$ cat config.mk
export PLATFORM = sky130hd
export DESIGN_NAME = q_8_29_datapath
export DESIGN_NICKNAME = d
export VERILOG_FILES = /design/src/rtl/q_8_29_pkg.sv /design/src/rtl/q_8_29_onehot_chk.sv /design/src/rtl/q_8_29_datapath.sv
export SDC_FILE = /design/constraint.sdc
export NUM_CORES = 1
export LEC_CHECK = 0
export CAP_MARGIN = 0
export CORE_MARGIN = 3
export CORE_UTILIZATION = 49
export DETAILED_ROUTE_END_ITERATION = 12
export GPL_TIMING_DRIVEN = 0
export HOLD_SLACK_MARGIN = 0.06
export PLACE_DENSITY = 0.88
export SYNTH_ARGS = -nofsm -noshare
export SYNTH_HDL_FRONTEND = slang
export SYNTH_HIERARCHICAL = 1
export SYNTH_SLANG_ARGS = --single-unit
export TNS_END_PERCENT = 50
$ cat constraint.sdc
create_clock -name clk -period 3.25 [get_ports clk]
set_clock_uncertainty 0.15 [all_clocks]
set_input_delay 0.8125 -clock clk [delete_from_list [all_inputs] [get_ports clk]]
set_output_delay 0.8125 -clock clk [all_outputs]
set_load 0.01 [all_outputs]
$ cat src/rtl/q_8_29_pkg.sv
// Shared definitions for the q_8_29 controller and its datapath: state indices,
// the one-hot decode width and the state enum.
package q_8_29_pkg;

  localparam int ONEHOT_W = 8;

  localparam int S0 = 0;
  localparam int S1 = 1;
  localparam int S2 = 2;
  localparam int S3 = 3;
  localparam int S4 = 4;
  localparam int S5 = 5;
  localparam int S6 = 6;
  localparam int S7 = 7;

  typedef enum logic [2:0] {
    ST_S0 = 3'd0,
    ST_S1 = 3'd1,
    ST_S2 = 3'd2,
    ST_S3 = 3'd3,
    ST_S4 = 3'd4,
    ST_S5 = 3'd5,
    ST_S6 = 3'd6,
    ST_S7 = 3'd7
  } state_e;

endpackage

$ cat src/rtl/q_8_29_onehot_chk.sv
// Combinational one-hot checker: valid is high only when exactly one decode bit
// is set; idx is the index of the highest set bit (meaningful only when valid).
module q_8_29_onehot_chk
  import q_8_29_pkg::*;
(
  input  logic [ONEHOT_W-1:0] dec_out,
  output logic                valid,
  output logic [2:0]          idx
);

  logic [3:0] ones;

  always_comb begin
    ones = 4'd0;
    idx  = 3'd0;
    for (int k = 0; k < ONEHOT_W; k++) begin
      if (dec_out[k]) begin
        ones = ones + 4'd1;
        idx  = 3'(k);
      end
    end
    valid = (ones == 4'd1);
  end

endmodule

$ cat src/rtl/q_8_29_datapath.sv
// Datapath stage for the q_8_29 controller: one register transfer per clock on
// accumulator A and a saturating pass counter, selected by the one-hot decode.
// Optional strict one-hot checking with sticky err: Q_8_29_DP_ONEHOT_CHK_EN.
module q_8_29_datapath
  import q_8_29_pkg::*;
#(
  parameter int WIDTH = 4,
  parameter int CNT_W = 4
) (
  input  logic                clk,
  input  logic                rst_b,
  input  logic [ONEHOT_W-1:0] dec_out,
  output logic [WIDTH-1:0]    a,
  output logic                e,
  output logic                f,
  output logic [CNT_W-1:0]    pass_cnt,
  output logic [WIDTH-1:0]    result,
  output logic                done,
  output logic                err
);

  localparam logic [WIDTH-1:0] ONE = WIDTH'(1);
  localparam logic [WIDTH-1:0] TWO = WIDTH'(2);
  localparam logic [CNT_W-1:0] CNT_MAX = '1;

  logic   op_valid;
  logic [2:0] op_idx;
  state_e op_state;

`ifdef Q_8_29_DP_ONEHOT_CHK_EN
  q_8_29_onehot_chk u_chk (
    .dec_out (dec_out),
    .valid   (op_valid),
    .idx     (op_idx)
  );
`else
  // Priority decode: scanning high to low leaves the lowest set index in op_idx.
  always_comb begin
    op_valid = 1'b0;
    op_idx   = 3'd0;
    for (int k = ONEHOT_W - 1; k >= 0; k--) begin
      if (dec_out[k]) begin
        op_valid = 1'b1;
        op_idx   = 3'(k);
      end
    end
  end

  assign err = 1'b0;
`endif

  assign op_state = state_e'(op_idx);

  // done is the valid strobe for result: high the cycle after each S7 edge.
  always_ff @(posedge clk) begin
    if (rst_b) begin
      a        <= '0;
      pass_cnt <= '0;
      result   <= '0;
      done     <= 1'b0;
`ifdef Q_8_29_DP_ONEHOT_CHK_EN
      err      <= 1'b0;
`endif
    end else begin
      done <= 1'b0;
`ifdef Q_8_29_DP_ONEHOT_CHK_EN
      if (!op_valid) err <= 1'b1;
`endif
      if (op_valid) begin
        case (op_state)
          ST_S0: ;
          ST_S1: begin
            a        <= '0;
            pass_cnt <= '0;
          end
          ST_S2: a <= a + ONE;
          ST_S3: if (pass_cnt != CNT_MAX) pass_cnt <= pass_cnt + CNT_W'(1);
          ST_S4: a <= a + TWO;
          ST_S5: a <= a << 1;
          ST_S6: a <= ~a;
          ST_S7: begin
            result <= a;
            done   <= 1'b1;
          end
          default: ;
        endcase
      end
    end
  end

  assign e = a[WIDTH-1];
  assign f = a[0];

endmodule

## Word-level counts from Yosys, hierarchy flattened

Index checks and enable logic that the tools add are counted.

| operators by class | value |
|---|---|
| shift operators | 0 |
| eq/ne operators | 9 |
| div/mod/pow operators | 0 |
| multiplexer cells | 20 |
| magnitude comparators | 0 |
| reductions and logical operators | 6 |
| add/sub/neg operators | 3 |
| multiply operators | 0 |
| bitwise logic cells | 2 |

Operator list:

| kind | number |
|---|---|
| 3-bit two-way mux | 8 |
| 4-bit one-hot mux with 5 select lines | 1 |
| 3-bit == test (second input constant) | 4 |
| 1-bit two-way mux | 9 |
| 4-bit by 1-bit adder with 4-bit output (second input constant) | 2 |
| 4-bit one-hot mux with 2 select lines | 1 |
| 3-bit by 2-bit == test with 1-bit output (second input constant) | 2 |
| 5-bit nonzero test | 1 |
| 4-bit by 2-bit adder with 4-bit output (second input constant) | 1 |
| 4-bit two-way mux | 1 |
| 4-bit inequality test (second input constant) | 1 |
| 4-bit NOT | 1 |
| 2-bit AND reduction | 2 |
| 3-bit by 1-bit == test with 1-bit output (second input constant) | 1 |
| 3-bit AND reduction | 1 |
| 2-bit inequality test (second input constant) | 1 |
| 2-bit nonzero test | 1 |
| 2-bit OR reduction | 1 |
| 1-bit NOT | 1 |

| storage, ports and cells | value |
|---|---|
| memory bits (writable) | 0 |
| output and inout port bits | 16 |
| memories kept | 0 |
| bits in registers | 13 |
| latch bits | 0 |
| memory bits (read-only) | 0 |
| input bits | 10 |
| word-level logic and storage cells | 44 |

## Depth between registers and ports, before layout

| logic depth | value |
|---|---|
| word-level depth | 11 |
| depth in mapped cells | 5 |
| mapped depth without buffers | 5 |

## Worst setup path after synthesis

No wires, ideal clock.

| timing path | value |
|---|---|
| path kind | input to register |
| start | in dec_out[4] |
| end | reg a[3] |
| required time | 2.962 ns |
| stages on the path | 5 |
| setup time | 0.138 ns |
| buffers on the path | 1 |
| arrival | 1.885 ns |
| path slack | 1.077 ns |
| cells stage by stage | buf_2 > or4_4 > o2111ai_1 > a21boi_1 > a41oi_1 |

| on the way | value |
|---|---|
| cells in the longest elaborated chain, start to end | 8 |
| elaborated cells on any way between the ends | 18 |
| classes of those cells | eq/ne (5); mux (11); reduce/logical (2) |

RTL lines:

| element | line | source |
|---|---|---|
| start, declared | q_8_29_datapath.sv:12 | `input logic [ONEHOT_W-1:0] dec_out,` |
| 3-bit two-way mux (5 in series) | q_8_29_datapath.sv:42 | `if (dec_out[k]) begin` |
| 3-bit by 1-bit == test with 1-bit output (tied with other cells) | q_8_29_datapath.sv:70 | `case (op_state)` |
| 5-bit nonzero test (no source line) | -- |  |
| 2-bit AND reduction (no source line) | -- |  |
| end signal, assigned | q_8_29_datapath.sv:76 | `ST_S2: a <= a + ONE;` |
| end signal, assigned | q_8_29_datapath.sv:78 | `ST_S4: a <= a + TWO;` |
| end signal, assigned | q_8_29_datapath.sv:79 | `ST_S5: a <= a << 1;` |
| end, declared | q_8_29_datapath.sv:13 | `output logic [WIDTH-1:0] a,` |

Several ways; a longest one is shown, not always the timed one.
A chain may end at the register's enable or synchronous reset.

## Worst setup path after layout

| timing path | value |
|---|---|
| start | in dec_out[5] |
| end | reg a[3] |

| on the way | value |
|---|---|
| cells in the longest elaborated chain, start to end | 9 |
| elaborated cells on any way between the ends | 20 |
| classes of those cells | eq/ne (5); mux (13); reduce/logical (2) |

RTL lines:

| element | line |
|---|---|
| 3-bit two-way mux (6 in series) | q_8_29_datapath.sv:42 |
| 3-bit by 1-bit == test with 1-bit output (tied with other cells) | q_8_29_datapath.sv:70 |
| 5-bit nonzero test (no source line) | -- |
| 2-bit AND reduction (no source line) | -- |

Several ways; a longest one is shown, not always the timed one.

==> flow_metrics.py <==
metrics = {
    "critical_path": {
        "cp-endpoint": "a[3]",
        "worst-path-stages": 5,
        "worstSetupEndpointType": "flop",
        "startpoint": "dec_out[5]",
        "path_cells": "clkdlybuf4s50_1 -> nor4b_2 -> o21ai_0 -> or3_1 -> a41oi_1",
        "cp.arrival_ps": 2540,
        "critical_path_required_ps": 3300,
        "cp_num_buf_inv": 1,
        "cp_max_fo": 8,
        "crit_type": "in -> reg",
        "worstSetupStartpointType": "input port",
        "crit_slowest_cell": "clkdlybuf4s50_1",
        "reg2reg_to": "pass_cnt[3]",
        "reg2reg_from": "pass_cnt[0]",
        "cp_top_family": "simple AND/OR/NAND/NOR gates",
        "reg2reg_slack_ps": 1600,
        "reg2regPathDepth": 5,
        "slowest_delay_ps": 550,
    },
    "timing": {
        "final.setup.tns_ps": 0,
        "max_freq_mhz": 402,
        "slew_violations": 0,
        "fin_crit_sh": 0.766,
        "finalHoldViolCount": 0,
        "setup_slack_ps": 761,
        "layout_min_cycle_time_ps": 2490,
        "grt_setup_unrepaired": "no",
        "worst_pin_slew_ps": 558,
        "setup_viol": 0,
        "maxSlewHeadroom": 0.622,
    },
    "synthesis": {
        "synth.most_common_cell": "dfxtp_1",
        "yosys_warnings": 6,
        "ys_seq_area_frac": 0.298,
        "syn_avg_cell_area_um2": 8.23,
        "synth_commonest_cells": "dfxtp_1, a21oi_1, o21ai_0, nand3_1, nor2_1",
        "synth_cell_types": 44,
        "async_flop_share": 0,
        "ys.flop_type": "dfxtp_1",
        "synth_nets": 119,
        "netlist_area_um2": 872,
        "synth_enable_flop_cells": 0,
        "synthTopCellsByArea": "dfxtp_1, a21oi_1, o21ai_0",
        "yosys.area.top_type": "dfxtp_1",
        "syn_inst": 106,
        "yosysTopAreaCellShare": 0.298,
        "synth_seq_cells": 13,
    },
    "clock_tree": {
        "clk_pin_slew_ps": 90,
        "cts_buffer_depth": 2,
        "cts_tree": "done",
        "numCtsBuffers": 3,
        "holdBufCountCts": 0,
        "root_buffer": "clkbuf_4",
        "cts_resized": 0,
        "cts_setup_buffers": 0,
        "cts_max_level": 1,
        "clk_latency_ps": 280,
        "clkSinkCount": 13,
    },
    "routing": {
        "drc": 0,
        "drtIter0Drc": 44,
        "routed_wl_um": 2180,
        "wl_per_cell_um": 14.2,
        "ant_nets": 0,
        "routed-via-count": 941,
        "first_pass_iters": 5,
        "via_per_inst": 6.15,
    },
    "finish": {
        "stdcell_area_mm2": 0.00112,
        "post-route-util": 0.702,
        "fill_cells": 129,
        "areaGrowthSynthToFinish_pct": 28.3,
        "diodes": 0,
        "nets": 143,
        "layout-drive-gt1-share": 0.109,
    },
    "placed_design": {
        "gp_congestion": 0.834,
        "io_buffer_count": 19,
        "post_dp_cell_area_mm2": 0.00109,
        "dp_hpwl_um": 1670,
        "pre_cts_ws_ps": 513,
    },
    "global_route": {
        "antenna_found_initial": 0,
        "grt_pass1_wl_um": 3510,
        "grt_usage": 0.211,
        "grt_pass1_vias": 790,
        "grt_max_degree": 11,
        "overflow": 0,
    },
    "power": {
        "total_power_mw": 0.331,
        "cellPowerDensity_mw_per_mm2": 296,
        "ir_drop_v": 0.000212,
        "leakage_nw": 0.404,
    },
    "die": {
        "rows": 14,
        "die_h_um": 48.2,
        "fp.dieW_um": 48.2,
        "core_mm2": 0.00159,
        "ios": 26,
        "dieArea_mm2": 0.00232,
        "start_util": 0.547,
    },
    "job": {
        "drv_cap": 0,
    },
    "hold_path": {
        "hold_class": "reg -> reg",
    },
    "outcome": {
        "outcome": "completed",
    },
}
layout by cell type (no fill, tap or decap), types with 4 or more instances in the layout:
cell type        count
a21oi_1             10
a31oi_1              4
buf_4                4
clkdlybuf4s50_1     19
dfxtp_1             13
inv_1                4
nand2_1              4
nand3_1              6
nor2_1               5
o21ai_0             10
or3_1                4
through the flow:
step	hold WS [ps]	instances
final	336	153
after global routing	362	153
after CTS	335	153
after detailed placement	324	149
after global placement	314	149
after floorplan	349	106
cells by family after synthesis:
group,share of synthesized area
compound gates,0.304
fa+ha+maj,0.0430
buf+inv,0.0846
flops,0.298
other cells,0.00430
simple gates,0.265
worst register-to-register path, cell delays in order (launching register included):
cell and delay (ps):
dfxtp_1 350, ha_1 230, nand3_1 90, a21oi_1 140
or4_1 490, a21oi_1 140
metal layers:
layer | up-vias | GRT usage | part of all wire
met5 | - | 0 | 0
met3 | 4 | 0.0258 | 0.085
met4 | 0 | 0.0753 | 0.0083
met1 | 436 | 0.292 | 0.41
li1 | 451 | - | -
met2 | 50 | 0.333 | 0.50
report_power, final:
part	switching, mW	internal (mW)	leakage (nW)	total (mW)
Clock	0.0556	0.0475	0.0150	0.103
Sequential	0.00440	0.162	0.105	0.166
Combinational	0.0345	0.0274	0.284	0.0618
layout make-up:
cell class	instances	area, um2	area share
buffer	9	58.8	0.0526
clock buffer	4	26.3	0.0235
inverter	4	15.0	0.0134
multi-input combinational	80	538	0.481
sequential	13	260	0.233
tap	24	30.0	0.0268
timing repair buffer	19	190	0.170
flip-flops by register name, summed over array words and instances, names as in the netlist:
signal and count:
a 4, done 1, pass_cnt 4, result 4
worst min-delay path by stage:
| stage | depth (start not counted) | slack (ps) | start | endpoint |
|---|---|---|---|---|
| finish | 2 | 340 | result[0] | result[0] |
| global route | 2 | 360 | result[1] | result[1] |
| CTS | 2 | 340 | result[0] | result[0] |
| detailed placement | 2 | 320 | result[0] | result[0] |
| global placement | 2 | 310 | result[0] | result[0] |
| floorplan | 2 | 350 | result[2] | result[2] |
Power figures use the tool's default switching activity.
